[src/rtl/mem_port_arbiter_pkg.sv]
// Shared definitions for the data-memory port arbiter: requester IDs,
// FSM state encoding and default bus widths.
package mem_port_arbiter_pkg;

  localparam int DEF_AW = 8;
  localparam int DEF_DW = 32;

  localparam logic [1:0] REQ_FETCH = 2'd0;
  localparam logic [1:0] REQ_LDST  = 2'd1;
  localparam logic [1:0] REQ_STACK = 2'd2;

  typedef enum logic [1:0] {
    ST_IDLE   = 2'd0,
    ST_ACCESS = 2'd1,
    ST_WAIT   = 2'd2
  } state_e;

endpackage

[src/rtl/mem_port_arbiter_if.sv]
// Requester-side and memory-side signals of the arbiter, bundled for port use.
interface mem_port_arbiter_if
  import mem_port_arbiter_pkg::*;
#(
  parameter int N_REQ = 3,
  parameter int AW    = DEF_AW,
  parameter int DW    = DEF_DW
);

  // Handshake: a requester raises req[i] with we/addr/wdata stable and holds
  // them until ack[i]; ack is a single-cycle pulse, rdata valid only then.
  logic [N_REQ-1:0]    req;
  logic [N_REQ-1:0]    we;
  logic [N_REQ*AW-1:0] addr;
  logic [N_REQ*DW-1:0] wdata;
  logic [N_REQ-1:0]    ack;
  logic [DW-1:0]       rdata;

  logic                mem_en;
  logic                mem_we;
  logic [AW-1:0]       mem_addr;
  logic [DW-1:0]       mem_wdata;
  logic [DW-1:0]       mem_rdata;

  logic                busy;
  logic [1:0]          gnt_id;

  modport master (
    input  req, we, addr, wdata, mem_rdata,
    output ack, rdata, mem_en, mem_we, mem_addr, mem_wdata, busy, gnt_id
  );

  modport slave (
    output req, we, addr, wdata, mem_rdata,
    input  ack, rdata, mem_en, mem_we, mem_addr, mem_wdata, busy, gnt_id
  );

endinterface

[src/rtl/mem_port_arbiter_rr_arbiter.sv]
// Round-robin requester selection; the rotating priority pointer advances
// past the winner only when the grant is accepted.
module mem_port_arbiter_rr_arbiter
  import mem_port_arbiter_pkg::*;
#(
  parameter int N_REQ = 3
) (
  input  logic             clk,
  input  logic             reset,
  input  logic [N_REQ-1:0] i_req,
  input  logic             i_accept,
  output logic [N_REQ-1:0] o_gnt,
  output logic [1:0]       o_gnt_idx,
  output logic             o_valid
);

  logic [1:0]       r_ptr;
  logic [N_REQ-1:0] w_gnt;
  logic [1:0]       w_idx;
  logic             w_valid;
  logic [2:0]       w_cand;

  // Walk the requesters starting at the pointer; first hit wins.
  always_comb begin
    w_gnt   = '0;
    w_idx   = REQ_FETCH;
    w_valid = 1'b0;
    w_cand  = '0;
    for (int k = 0; k < N_REQ; k++) begin
      w_cand = {1'b0, r_ptr} + 3'(k);
      if (w_cand >= 3'(N_REQ)) begin
        w_cand = w_cand - 3'(N_REQ);
      end
      if (!w_valid && i_req[w_cand[1:0]]) begin
        w_valid              = 1'b1;
        w_idx                = w_cand[1:0];
        w_gnt[w_cand[1:0]]   = 1'b1;
      end
    end
  end

  always_ff @(posedge clk) begin
    if (reset) begin
      r_ptr <= REQ_FETCH;
    end else if (i_accept && w_valid) begin
      r_ptr <= (w_idx == 2'(N_REQ - 1)) ? 2'd0 : w_idx + 2'd1;
    end
  end

  assign o_gnt     = w_gnt;
  assign o_gnt_idx = w_idx;
  assign o_valid   = w_valid;

endmodule

[src/rtl/mem_port_arbiter.sv]
// Shares one single-port synchronous memory between N_REQ requesters with
// round-robin arbitration and one transaction in flight at a time.
module mem_port_arbiter
  import mem_port_arbiter_pkg::*;
#(
  parameter int N_REQ   = 3,
  parameter int AW      = DEF_AW,
  parameter int DW      = DEF_DW,
  parameter int MEM_LAT = 1
) (
  input  logic                clk,
  input  logic                reset,
  mem_port_arbiter_if.master  bus,
  output state_e              o_state
);

  localparam int CW = 2;

  state_e           r_state;
  state_e           w_next;
  logic             w_accept;
  logic             w_done;

  logic [N_REQ-1:0] w_gnt;
  logic [1:0]       w_gnt_idx;
  logic             w_gnt_valid;

  logic [CW-1:0]    r_cnt;
  logic [1:0]       r_gnt_id;
  logic [N_REQ-1:0] r_gnt_oh;
  logic             r_mem_en;
  logic             r_mem_we;
  logic [AW-1:0]    r_mem_addr;
  logic [DW-1:0]    r_mem_wdata;

  mem_port_arbiter_rr_arbiter #(
    .N_REQ (N_REQ)
  ) u_rr_arbiter (
    .clk       (clk),
    .reset     (reset),
    .i_req     (bus.req),
    .i_accept  (w_accept),
    .o_gnt     (w_gnt),
    .o_gnt_idx (w_gnt_idx),
    .o_valid   (w_gnt_valid)
  );

  always_ff @(posedge clk) begin
    if (reset) begin
      r_state <= ST_IDLE;
    end else begin
      r_state <= w_next;
    end
  end

  always_comb begin
    w_next   = r_state;
    w_accept = 1'b0;
    w_done   = 1'b0;
    case (r_state)
      ST_IDLE: begin
        if (w_gnt_valid) begin
          w_accept = 1'b1;
          w_next   = ST_ACCESS;
        end
      end
      ST_ACCESS: begin
        w_next = ST_WAIT;
      end
      ST_WAIT: begin
        if (r_cnt == '0) begin
          w_done = 1'b1;
          w_next = ST_IDLE;
        end
      end
      default: begin
        w_next = ST_IDLE;
      end
    endcase
  end

  // The memory-side registers double as the request latch: loading them at
  // the grant puts the access on the pins during the ACCESS cycle.
  always_ff @(posedge clk) begin
    if (reset) begin
      r_mem_en    <= 1'b0;
      r_mem_we    <= 1'b0;
      r_mem_addr  <= '0;
      r_mem_wdata <= '0;
      r_gnt_id    <= REQ_FETCH;
      r_gnt_oh    <= '0;
      r_cnt       <= '0;
    end else begin
      r_mem_en <= w_accept;
      r_mem_we <= w_accept & bus.we[w_gnt_idx];
      if (w_accept) begin
        r_mem_addr  <= bus.addr[w_gnt_idx*AW +: AW];
        r_mem_wdata <= bus.wdata[w_gnt_idx*DW +: DW];
        r_gnt_id    <= w_gnt_idx;
        r_gnt_oh    <= w_gnt;
      end
      if (r_state == ST_ACCESS) begin
        r_cnt <= CW'(MEM_LAT - 1);
      end else if (r_state == ST_WAIT && r_cnt != '0) begin
        r_cnt <= r_cnt - CW'(1);
      end
    end
  end

  assign bus.ack       = w_done ? r_gnt_oh : '0;
  assign bus.rdata     = bus.mem_rdata;
  assign bus.mem_en    = r_mem_en;
  assign bus.mem_we    = r_mem_we;
  assign bus.mem_addr  = r_mem_addr;
  assign bus.mem_wdata = r_mem_wdata;
  assign bus.busy      = (r_state != ST_IDLE);
  assign bus.gnt_id    = r_gnt_id;
  assign o_state       = r_state;

endmodule

[src/flat_wrapper.sv]
// flat-port wrapper written by rule: the top's interface ports become plain ports
module mem_port_arbiter_flat import mem_port_arbiter_pkg::*;
#(
  parameter int N_REQ   = 3,
  parameter int AW      = DEF_AW,
  parameter int DW      = DEF_DW,
  parameter int MEM_LAT = 1
)
  (clk, reset, o_state, bus_req, bus_we, bus_addr, bus_wdata, bus_mem_rdata, bus_ack, bus_rdata, bus_mem_en, bus_mem_we, bus_mem_addr, bus_mem_wdata, bus_busy, bus_gnt_id);
  mem_port_arbiter_if #(.N_REQ(N_REQ), .AW(AW), .DW(DW)) bus_i ();
  input  logic clk;
  input  logic reset;
  output state_e o_state;
  input wire logic [$bits(bus_i.req)-1:0] bus_req;
  input wire logic [$bits(bus_i.we)-1:0] bus_we;
  input wire logic [$bits(bus_i.addr)-1:0] bus_addr;
  input wire logic [$bits(bus_i.wdata)-1:0] bus_wdata;
  input wire logic [$bits(bus_i.mem_rdata)-1:0] bus_mem_rdata;
  output wire logic [$bits(bus_i.ack)-1:0] bus_ack;
  output wire logic [$bits(bus_i.rdata)-1:0] bus_rdata;
  output wire logic [$bits(bus_i.mem_en)-1:0] bus_mem_en;
  output wire logic [$bits(bus_i.mem_we)-1:0] bus_mem_we;
  output wire logic [$bits(bus_i.mem_addr)-1:0] bus_mem_addr;
  output wire logic [$bits(bus_i.mem_wdata)-1:0] bus_mem_wdata;
  output wire logic [$bits(bus_i.busy)-1:0] bus_busy;
  output wire logic [$bits(bus_i.gnt_id)-1:0] bus_gnt_id;
  assign bus_i.req = bus_req;
  assign bus_i.we = bus_we;
  assign bus_i.addr = bus_addr;
  assign bus_i.wdata = bus_wdata;
  assign bus_i.mem_rdata = bus_mem_rdata;
  assign bus_ack = bus_i.ack;
  assign bus_rdata = bus_i.rdata;
  assign bus_mem_en = bus_i.mem_en;
  assign bus_mem_we = bus_i.mem_we;
  assign bus_mem_addr = bus_i.mem_addr;
  assign bus_mem_wdata = bus_i.mem_wdata;
  assign bus_busy = bus_i.busy;
  assign bus_gnt_id = bus_i.gnt_id;
  mem_port_arbiter #(.N_REQ(N_REQ), .AW(AW), .DW(DW), .MEM_LAT(MEM_LAT)) u_core (.clk(clk), .reset(reset), .bus(bus_i), .o_state(o_state));
endmodule
[config.mk]
export PLATFORM = sky130hd
export DESIGN_NAME = mem_port_arbiter_flat
export DESIGN_NICKNAME = d
export VERILOG_FILES = /design/src/rtl/mem_port_arbiter_pkg.sv /design/src/rtl/mem_port_arbiter_if.sv /design/src/rtl/mem_port_arbiter_rr_arbiter.sv /design/src/rtl/mem_port_arbiter.sv /design/src/flat_wrapper.sv
export SDC_FILE = /design/constraint.sdc
export NUM_CORES = 1
export LEC_CHECK = 0
export ABC_AREA = 1
export BUFFER_PORTS_ARGS = -buffer_cell sky130_fd_sc_hd__buf_2
export CAP_MARGIN = 20
export CORE_MARGIN = 1.5
export CORE_UTILIZATION = 40
export DETAILED_ROUTE_END_ITERATION = 10
export GPL_ROUTABILITY_DRIVEN = 0
export PLACE_DENSITY = 0.78
export SLEW_MARGIN = 20
export SYNTH_ARGS = -nofsm -noshare
export SYNTH_HDL_FRONTEND = slang
export SYNTH_HIERARCHICAL = 1
export SYNTH_SLANG_ARGS = --single-unit
[constraint.sdc]
create_clock -name clk -period 7 [get_ports clk]
set_clock_uncertainty 0.15 [all_clocks]
set_input_delay 2.1 -clock clk [delete_from_list [all_inputs] [get_ports clk]]
set_output_delay 2.1 -clock clk [all_outputs]
set_load 0.05 [all_outputs]
==> impl_metrics.py, run 1 <==
metrics = {
    "status": {
        "outcome": "completed",
    },
    "timing": {
        "fin_tns_setup_ps": 0,
        "finalSetupViolations": 0,
        "maxSlewHeadroom_pct": 35.7,
        "rsz0062_at_grt": "no",
        "layout_min_cycle_time_ps": 4490,
        "clock.fmax_ghz": 0.223,
        "fin_ws_ps": 2510,
        "worst_slew_pin_slew_ps": 963,
        "whs_ps": 313,
        "drv_slew": 0,
        "period_share_pct": 64.2,
        "finalHoldViolCount": 0,
    },
    "grt": {
        "grt_pass1_wl_um": 16100,
        "antenna_found_initial": 0,
        "grt_max_degree": 56,
        "grt-ovfl-total": 0,
        "grt_usage_pct": 20.7,
        "grt_pass1_vias": 3460,
    },
    "power": {
        "p_int_w": 0.00101,
        "p_clk_share_pct": 7.6,
        "p_total_w": 0.00250,
        "vdd_ir_drop_max_uv": 380,
        "p_sw_share_pct": 59.7,
        "power_switching_w": 0.00149,
        "p_comb_share_pct": 73.4,
        "p_leak_nw": 2.18,
        "pwr-share-seq_pct": 19.0,
        "powerDensity_mw_per_mm2": 596,
    },
    "synth": {
        "synth_area_mm2": 0.00351,
        "synth-seq-cells": 53,
        "syn_area_per_cell_um2": 6.59,
        "synth_warnings": 6,
        "synth-edff-count": 0,
        "synth_common_cells": "nor2_1, nand2_1, o21ai_0, dfxtp_1, inv_1",
        "synth_area_leader_cell": "dfxtp_1",
        "yosys.area.top_type_share_pct": 30.2,
        "yosysMostFrequentCell": "nor2_1",
        "yosysUniqueCellTypes": 31,
        "synth_area_leaders": "dfxtp_1, nor2_1, o21ai_0",
        "synth_async_sr_flop_share_pct": 0,
        "ys_dominant_reg_cell": "dfxtp_1",
        "yosysSeqAreaShare_pct": 30.2,
        "synthesis.nets": 698,
        "synthCells": 533,
    },
    "layout": {
        "final_nets": 821,
        "multi_input_area_mm2": 0.00182,
        "areaGrowthSynthToFinish_pct": 19.5,
        "regArea_mm2": 0.00106,
        "diodes": 0,
        "drive_gt1_share_pct": 36.1,
        "final-instance-count-excl-fill": 765,
        "nFillCells": 928,
    },
    "setup_path": {
        "path_cells": "buf_2 > inv_1 > o21ai_0 > nand2_2 > nand2_2 > inv_2 > nand3_1 > nand3_2 > buf_4 > inv_4 > nand2_4 > inv_2 > nand2_1 > o21ai_0 > nand2_1 > nor2_1",
        "cp-startpoint": "bus_req[2]",
        "cp-endpoint": "u_core/bus.mem_we",
        "cp.required_ps": 7110,
        "rrSetupSlack_ps": 3540,
        "r2r_start": "u_core/u_rr_arbiter/r_ptr[0]",
        "slowest_stage": "inv_2",
        "crit_type": "primary input to flop",
        "r2r-end": "u_core/bus.mem_we",
        "reg2reg_depth": 16,
        "slowest_delay_ps": 530,
        "worst-path-max-fanout": 55,
        "crit_path_end_kind": "flop",
        "start_kind": "primary input",
        "arrival_ps": 4600,
    },
    "placement": {
        "pre_cts_ws_ps": 2150,
        "dp.cells": 757,
        "dp_hpwl_um": 7280,
        "port_buffers": 177,
    },
    "clocking": {
        "clock_latency_ps": 300,
        "cts_tree": "yes",
        "cts_setup_buffers": 0,
        "clk_pin_slew_ps": 110,
        "cts_hold_buf": 0,
        "cts_made_buffers": 5,
        "clock_path_buffers": 2,
        "root_buffer": "clkbuf_8",
        "ctsHtreeMaxLevel": 2,
        "cts-resized-gates": 0,
        "cts_num_sinks": 53,
    },
    "detailed_routing": {
        "route.detailed.drc": 0,
        "vias": 3785,
        "dr.pass1.iters": 6,
        "drtAntennaViolNets": 0,
        "first_iter_violations": 127,
        "wl_um": 10200,
        "avgRoutedWirePerCell_um": 13.3,
        "viasPerCell": 4.95,
    },
    "floorplan": {
        "core_area_mm2": 0.00864,
        "fp-row-count": 34,
        "die_w_um": 96.7,
        "initial_core_util_pct": 40.7,
        "ios": 242,
        "dieArea_mm2": 0.00935,
        "die-height_um": 96.7,
    },
    "min_path": {
        "holdPathStages": 2,
        "min_path_type": "flop to flop",
    },
    "job": {
        "maxCapViolCount": 0,
    },
}
## sequential cells by signal, summed over array words and instances, names as in the netlist
signal / flops
u_core/bus.mem_wdata: 32
u_core/bus.mem_en: 1
u_core/o_state: 2
u_core/r_cnt: 2
u_core/u_rr_arbiter/r_ptr: 2
u_core/bus.mem_we: 1
u_core/r_gnt_oh: 3
u_core/bus.gnt_id: 2
u_core/bus.mem_addr: 8
## cell usage in the layout, fill, tap and decap left out, drive strengths merged
cell,Yosys,layout
ha,5,5
a21oi,64,64
dfxtp,53,53
inv,48,48
nand3,12,12
nand3b,1,1
o211ai,1,1
o221ai,1,1
clkbuf,6,6
xor2,1,1
a31oi,1,1
nor2,122,122
buf,57,179
nand2,83,83
clkinv,0,2
o21ai,76,76
or2,1,1
nand4,1,1
## worst min path at each step
| stage | start | slack, ps | to |
|---|---|---|---|
| final | u_core/r_gnt_oh[2] | 310 | u_core/r_gnt_oh[2] |
| after global routing | u_core/r_gnt_oh[1] | 340 | u_core/r_gnt_oh[1] |
| after CTS | u_core/r_gnt_oh[2] | 320 | u_core/r_gnt_oh[2] |
| after detailed placement | u_core/r_gnt_oh[2] | 300 | u_core/r_gnt_oh[2] |
| after global placement | u_core/r_gnt_oh[0] | 290 | u_core/r_gnt_oh[0] |
| after floorplan | u_core/r_gnt_oh[0] | 280 | u_core/r_gnt_oh[0] |
## routing by layer
metal,wire length (um),GRT usage (%),vias to the layer above
li1,-,-,1906
met1,4190,24.4,1671
met2,5000,37.0,184
met3,799,4.84,24
met4,195,6.80,0
met5,0,0,-
## cells by family (layout without fill, tap and decap cells)
group / after synthesis / count (layout) / synth area share, %
adder cells (fa/ha/maj): 5 / 5 / 1.78
AND/OR/NAND/NOR: 220 / 220 / 26.2
AO/OA/AOI/OAI: 143 / 143 / 23.5
flip-flops: 53 / 53 / 30.2
buffers and inverters: 111 / 235 / 18.1
XOR/XNOR: 1 / 1 / 0.249
## cell type report
| cell class | instances | area share [%] |
|---|---|---|
| sequential | 53 | 25.3 |
| inverter | 48 | 4.35 |
| multi-input combinational | 369 | 43.4 |
| clock buffer | 6 | 1.97 |
| clock inverter | 2 | 0.328 |
| timing repair buffer | 179 | 21.5 |
| tap | 108 | 3.22 |
## power groups by stage
| stage | sequential (W) | combinational (W) | clock, W |
|---|---|---|---|
| 2_1_floorplan | 0.000810 | 0.00128 | 0 |
| 3_3_place_gp | 0.000480 | 0.00179 | 0 |
| 3_5_place_dp | 0.000481 | 0.00184 | 0 |
| 4_1_cts | 0.000475 | 0.00183 | 0.000197 |
| 5_1_grt | 0.000488 | 0.00203 | 0.000209 |
| 6_report | 0.000475 | 0.00184 | 0.000190 |
## critical path: cells and delay by family
kind	cells	cell delay [ps]
buf+inv	6	1380
simple gates	8	790
compound gates	2	300
## per-stage QoR
| stage | instance area, um^2 | utilization (%) |
|---|---|---|
| final | 4200 | 48.6 |
| after global routing | 4200 | 48.6 |
| after CTS | 4190 | 48.6 |
| after detailed placement | 4100 | 47.4 |
| after global placement | 4100 | 47.4 |
| after floorplan | 3510 | - |
No activity file was read; power rests on OpenSTA's default activity.
==> run 2, diff against run 1 <==
==> constraint.sdc (replaced) <==
create_clock -name clk -period 4.2 [get_ports clk]
set_clock_uncertainty 0.15 [all_clocks]
set_input_delay 1.26 -clock clk [delete_from_list [all_inputs] [get_ports clk]]
set_output_delay 1.26 -clock clk [all_outputs]
set_load 0.05 [all_outputs]
==> run 2 against run 1 <==
First-iteration DRC count rose by 20%. Global-route usage is 0.46 points lower. Sequential cell count stayed put. Sequential power up 68%. Highest routed layer unchanged. Critical path depth is 2 lower. Clock power up 92%. Hold slack hardly changed. Setup slack worse by 1700 ps. Design area increased by 0.72%. Via count down 0.92%. Largest cell class unchanged. Die area unchanged. Sequential share of layout area is 0.18 points lower.
==> impl_metrics.py, run 2 (same netlist as run 1, synthesis figures left out) <==
metrics = {
    "detailed_routing": {
        "vias": 3750,
        "dr.pass1.iters": 4,
        "first_iter_violations": 153,
        "viasPerCell": 4.89,
        "drtAntennaViolNets": 0,
        "wl_um": 10000,
        "route.detailed.drc": 0,
        "avgRoutedWirePerCell_um": 13.1,
    },
    "power": {
        "p_leak_nw": 2.20,
        "powerDensity_mw_per_mm2": 999,
        "vdd_ir_drop_max_uv": 417,
    },
    "floorplan": {
        "fp-row-count": 34,
        "dieArea_mm2": 0.00935,
        "initial_core_util_pct": 40.7,
        "die_w_um": 96.7,
        "die-height_um": 96.7,
        "ios": 242,
        "core_area_mm2": 0.00864,
    },
    "setup_path": {
        "crit_type": "primary input to flop",
        "path_cells": "buf_2 > inv_1 > o21ai_0 > nand2_2 > nand2_2 > inv_2 > nand3_1 > nand3_2 > inv_4 > nand2_4 > inv_2 > buf_4 > a21oi_2 > a21oi_2",
        "worst-path-max-fanout": 31,
        "path_buf_inv": 6,
        "start_kind": "primary input",
        "crit_path_end_kind": "flop",
        "arrival_ps": 3450,
        "slowest_delay_ps": 390,
        "crit_family": "buffers and inverters",
        "rrSetupSlack_ps": 1040,
        "slowest_stage": "inv_2",
        "crit_cells": 14,
        "cp.required_ps": 4290,
        "reg2reg_depth": 14,
    },
    "clocking": {
        "cts_made_buffers": 5,
        "clk_pin_slew_ps": 100,
        "clock_path_buffers": 2,
        "cts_tree": "yes",
        "root_buffer": "clkbuf_8",
        "cts_num_sinks": 53,
        "cts_hold_buf": 0,
        "cts-resized-gates": 0,
        "ctsHtreeMaxLevel": 2,
        "cts_setup_buffers": 0,
        "clock_latency_ps": 300,
    },
    "grt": {
        "grt_pass1_wl_um": 15900,
        "grt-ovfl-total": 0,
        "grt_usage_pct": 20.3,
        "grt_pass1_vias": 3456,
        "antenna_found_initial": 0,
        "grt_max_degree": 55,
    },
    "timing": {
        "clock.fmax_ghz": 0.298,
        "rsz0062_at_grt": "no",
        "layout_min_cycle_time_ps": 3360,
        "whs_ps": 313,
        "worst_slew_pin_slew_ps": 927,
        "finalHoldViolCount": 0,
        "maxSlewHeadroom_pct": 38.2,
        "period_share_pct": 80.0,
        "drv_slew": 0,
        "finalSetupViolations": 0,
        "fin_tns_setup_ps": 0,
    },
    "min_path": {
        "holdPathStages": 2,
        "min_path_type": "flop to flop",
    },
    "placement": {
        "placed_area_mm2": 0.00411,
        "dp_hpwl_um": 7340,
        "port_buffers": 177,
    },
    "layout": {
        "final_common_cell": "buf_2",
        "nFillCells": 897,
        "areaGrowthSynthToFinish_pct": 20.3,
        "fin_area_mm2": 0.00423,
        "largest_reg_flops": 32,
        "drive_gt1_share_pct": 36.1,
        "diodes": 0,
        "final_nets": 823,
        "final_cell_mix": "buf_2, nor2_1, nand2_1, o21ai_0, dfxtp_1",
        "post-route-util_pct": 49.0,
    },
    "job": {
        "maxCapViolCount": 0,
    },
    "status": {
        "outcome": "completed",
    },
}
==> run 2: layer usage <==
metal | track usage, % | routed length (um) | vias to the layer above | share of wire (%)
li1 | - | - | 1913 | -
met1 | 23.7 | 4170 | 1625 | 42
met2 | 36.3 | 4830 | 182 | 48
met3 | 4.55 | 796 | 30 | 7.9
met4 | 7.02 | 228 | 0 | 2.3
met5 | 0 | 0 | - | 0
==> run 2: area by class of cell <==
cell class / count / area (um^2) / area share, %
multi-input combinational: 369 / 1820 / 43.0
sequential: 53 / 1060 / 25.1
timing repair buffer: 181 / 916 / 21.7
inverter: 48 / 183 / 4.32
tap: 108 / 135 / 3.20
clock buffer: 7 / 86.3 / 2.04
clock inverter: 1 / 30.0 / 0.710
==> run 2: through the flow <==
step                      worst slack (ps)  cells  total power (W)
final                                  840    767          0.00423
after global routing                   626    767          0.00459
after CTS                              848    767          0.00424
after detailed placement               520    759          0.00387
after global placement                 644    759          0.00379
after floorplan                       1220    533          0.00348
==> run 2: power breakdown <==
group | leakage (nW) | total, W | internal [W] | switching [W]
combinational | 1.70 | 0.00307 | 0.000858 | 0.00221
clock | 0.0585 | 0.000364 | 0.000195 | 0.000169
sequential | 0.439 | 0.000796 | 0.000698 | 0.0000971
==> run 2: worst paths after layout <==
| kind | start | to |
|---|---|---|
| worst max register to register | u_core/u_rr_arbiter/r_ptr[0] | u_core/bus.mem_wdata[12] |
| worst min register to register | u_core/r_cnt[1] | u_core/r_cnt[1] |
| worst max-delay path | bus_req[2] | u_core/bus.mem_wdata[12] |
| worst min-delay path | u_core/r_cnt[1] | u_core/r_cnt[1] |
==> run 2: worst min-delay path: stages (launching register included) <==
cell,delay (ps)
dfxtp_1,320
nand2_1,60
a21oi_1,50
==> run 3, diff against run 2 <==
--- a/config.mk
+++ b/config.mk
@@ -9,7 +9,7 @@
 export BUFFER_PORTS_ARGS = -buffer_cell sky130_fd_sc_hd__buf_2
 export CAP_MARGIN = 20
 export CORE_MARGIN = 1.5
-export CORE_UTILIZATION = 40
+export CORE_UTILIZATION = 38
 export DETAILED_ROUTE_END_ITERATION = 10
 export GPL_ROUTABILITY_DRIVEN = 0
 export PLACE_DENSITY = 0.78
==> constraint.sdc (replaced) <==
create_clock -name clk -period 2.85 [get_ports clk]
set_clock_uncertainty 0.15 [all_clocks]
set_input_delay 0.855 -clock clk [delete_from_list [all_inputs] [get_ports clk]]
set_output_delay 0.855 -clock clk [all_outputs]
set_load 0.05 [all_outputs]
==> run 3 against run 2 <==
Design area is 2.1% higher. Combinational power grew 57%. Critical endpoint is now u_core/bus.mem_wdata[28]. Clock-buffer cell count shrank 1. Sequential power grew 48%. Hold slack got worse by 2.5 ps. Highest routed layer unchanged. Utilization shrank 0.19 points. Largest cell class unchanged. Clock power increased by 22%. Via count up 2.7%.
==> impl_metrics.py, run 3 (same netlist as run 1, synthesis figures left out) <==
metrics = {
    "clocking": {
        "root_buffer": "clkbuf_8",
        "ctsHtreeMaxLevel": 2,
        "cts_hold_buf": 0,
        "clock_path_buffers": 2,
        "clk_pin_slew_ps": 100,
        "cts-resized-gates": 0,
        "cts_setup_buffers": 0,
        "cts_num_sinks": 53,
        "clock_latency_ps": 300,
        "cts_tree": "yes",
        "cts_made_buffers": 5,
    },
    "power": {
        "p_sw_share_pct": 58.1,
        "powerDensity_mw_per_mm2": 1490,
        "p_clk_share_pct": 6.9,
        "p_leak_nw": 2.23,
        "power_switching_w": 0.00374,
        "p_int_w": 0.00270,
        "pwr-share-seq_pct": 18.3,
        "vdd_ir_drop_max_uv": 755,
        "p_comb_share_pct": 74.9,
        "p_total_w": 0.00644,
    },
    "setup_path": {
        "cp.required_ps": 2900,
        "worst-path-max-fanout": 54,
        "path_cells": "inv_1 > ha_1 > o21ai_0 > nand2_2 > nor2_2 > nand2_1 > nand3_2 > buf_12 > nand2_1 > o21ai_0 > nor2_1 > nor2_1 > nor2_1",
        "slowest_delay_ps": 400,
        "crit_type": "flop to flop",
        "crit_top_cell": "nor2_1",
        "slowest_stage": "dfxtp_1",
        "crit_path_end_kind": "flop",
        "arrival_ps": 2680,
        "start_kind": "flop",
    },
    "placement": {
        "dp_hpwl_um": 8080,
        "pre_cts_ws_ps": -71.4,
        "port_buffers": 177,
    },
    "floorplan": {
        "ios": 242,
        "die-height_um": 99.2,
        "die_w_um": 99.2,
        "core_area_mm2": 0.00885,
        "fp-row-count": 34,
        "initial_core_util_pct": 39.7,
        "dieArea_mm2": 0.00983,
    },
    "layout": {
        "areaGrowthSynthToFinish_pct": 22.8,
        "final_cell_mix": "buf_2, nor2_1, nand2_1, o21ai_0, dfxtp_1",
        "drive_gt1_share_pct": 36.7,
        "nFillCells": 931,
        "diodes": 0,
        "final_nets": 829,
        "largest_reg_flops": 32,
        "final_common_cell": "buf_2",
    },
    "detailed_routing": {
        "avgRoutedWirePerCell_um": 13.8,
        "wl_um": 10700,
        "first_iter_violations": 146,
        "dr.pass1.iters": 5,
        "drtAntennaViolNets": 0,
        "viasPerCell": 4.99,
        "route.detailed.drc": 0,
        "vias": 3850,
    },
    "min_path": {
        "min_path_type": "flop to flop",
    },
    "timing": {
        "clock.fmax_ghz": 0.381,
        "finalHoldViolCount": 0,
        "worst_slew_pin_slew_ps": 521,
        "finalSetupViolations": 0,
        "maxSlewHeadroom_pct": 65.2,
        "fin_ws_ps": 225,
        "drv_slew": 0,
        "layout_min_cycle_time_ps": 2630,
        "period_share_pct": 92.1,
        "rsz0062_at_grt": "no",
    },
    "grt": {
        "grt_pass1_vias": 3768,
        "antenna_found_initial": 0,
        "grt_pass1_wl_um": 17100,
        "grt_max_degree": 55,
        "grt_usage_pct": 21.5,
        "grt-ovfl-total": 0,
    },
    "job": {
        "maxCapViolCount": 0,
    },
    "status": {
        "outcome": "completed",
    },
}
## run 3: path summary, 6_finish.rpt
kind                                 from  cells past startpoint                        to  slack, ps
max          u_core/u_rr_arbiter/r_ptr[0]                     13  u_core/bus.mem_wdata[28]        220
min                    u_core/r_gnt_oh[0]                      2        u_core/r_gnt_oh[0]        310
max reg2reg  u_core/u_rr_arbiter/r_ptr[0]                     13  u_core/bus.mem_wdata[28]        220
min reg2reg            u_core/r_gnt_oh[0]                      2        u_core/r_gnt_oh[0]        310
## run 3: layout make-up
cell class                 count  area, um^2  area share [%]
tap                          108         135            3.13
clock buffer                   6        82.6            1.91
multi-input combinational    369        1820            42.1
inverter                      48         185            4.29
sequential                    53        1060            24.6
timing repair buffer         187        1030            23.8
clock inverter                 1        7.51           0.174
## run 3: worst max-delay path, delay by kind of cell (launching register included)
| kind | cells | cell delay, ps |
|---|---|---|
| simple gates | 8 | 850 |
| buf+inv | 2 | 320 |
| compound gates | 2 | 380 |
| fa+ha+maj | 1 | 390 |
| flops | 1 | 400 |
## run 3: stage by stage
step	hold WS (ps)	instances	area, um^2	utilization [%]	setup TNS, ps
2_1_floorplan	279	533	3510	-	0
3_3_place_gp	292	765	4220	47.7	0
3_5_place_dp	300	765	4220	47.7	-800
4_1_cts	315	772	4310	48.7	0
5_1_grt	344	772	4320	48.8	0
6_report	311	772	4320	48.8	0
## run 3: power by group through the flow
stage,combinational [W],sequential (W),clock [W]
after detailed placement,0.00482,0.00119,0
after CTS,0.00483,0.00118,0.000461
after global routing,0.00532,0.00121,0.000499
final,0.00482,0.00118,0.000443
after global placement,0.00469,0.00118,0
after floorplan,0.00314,0.00199,0
## run 3: metal layers
layer	global-route usage, %	part of all wire [%]	vias up
met1	23.4	38	1704
met3	4.64	8.0	39
met2	39.6	51	178
met4	10.4	3.5	0
li1	-	-	1929
met5	0	0	-
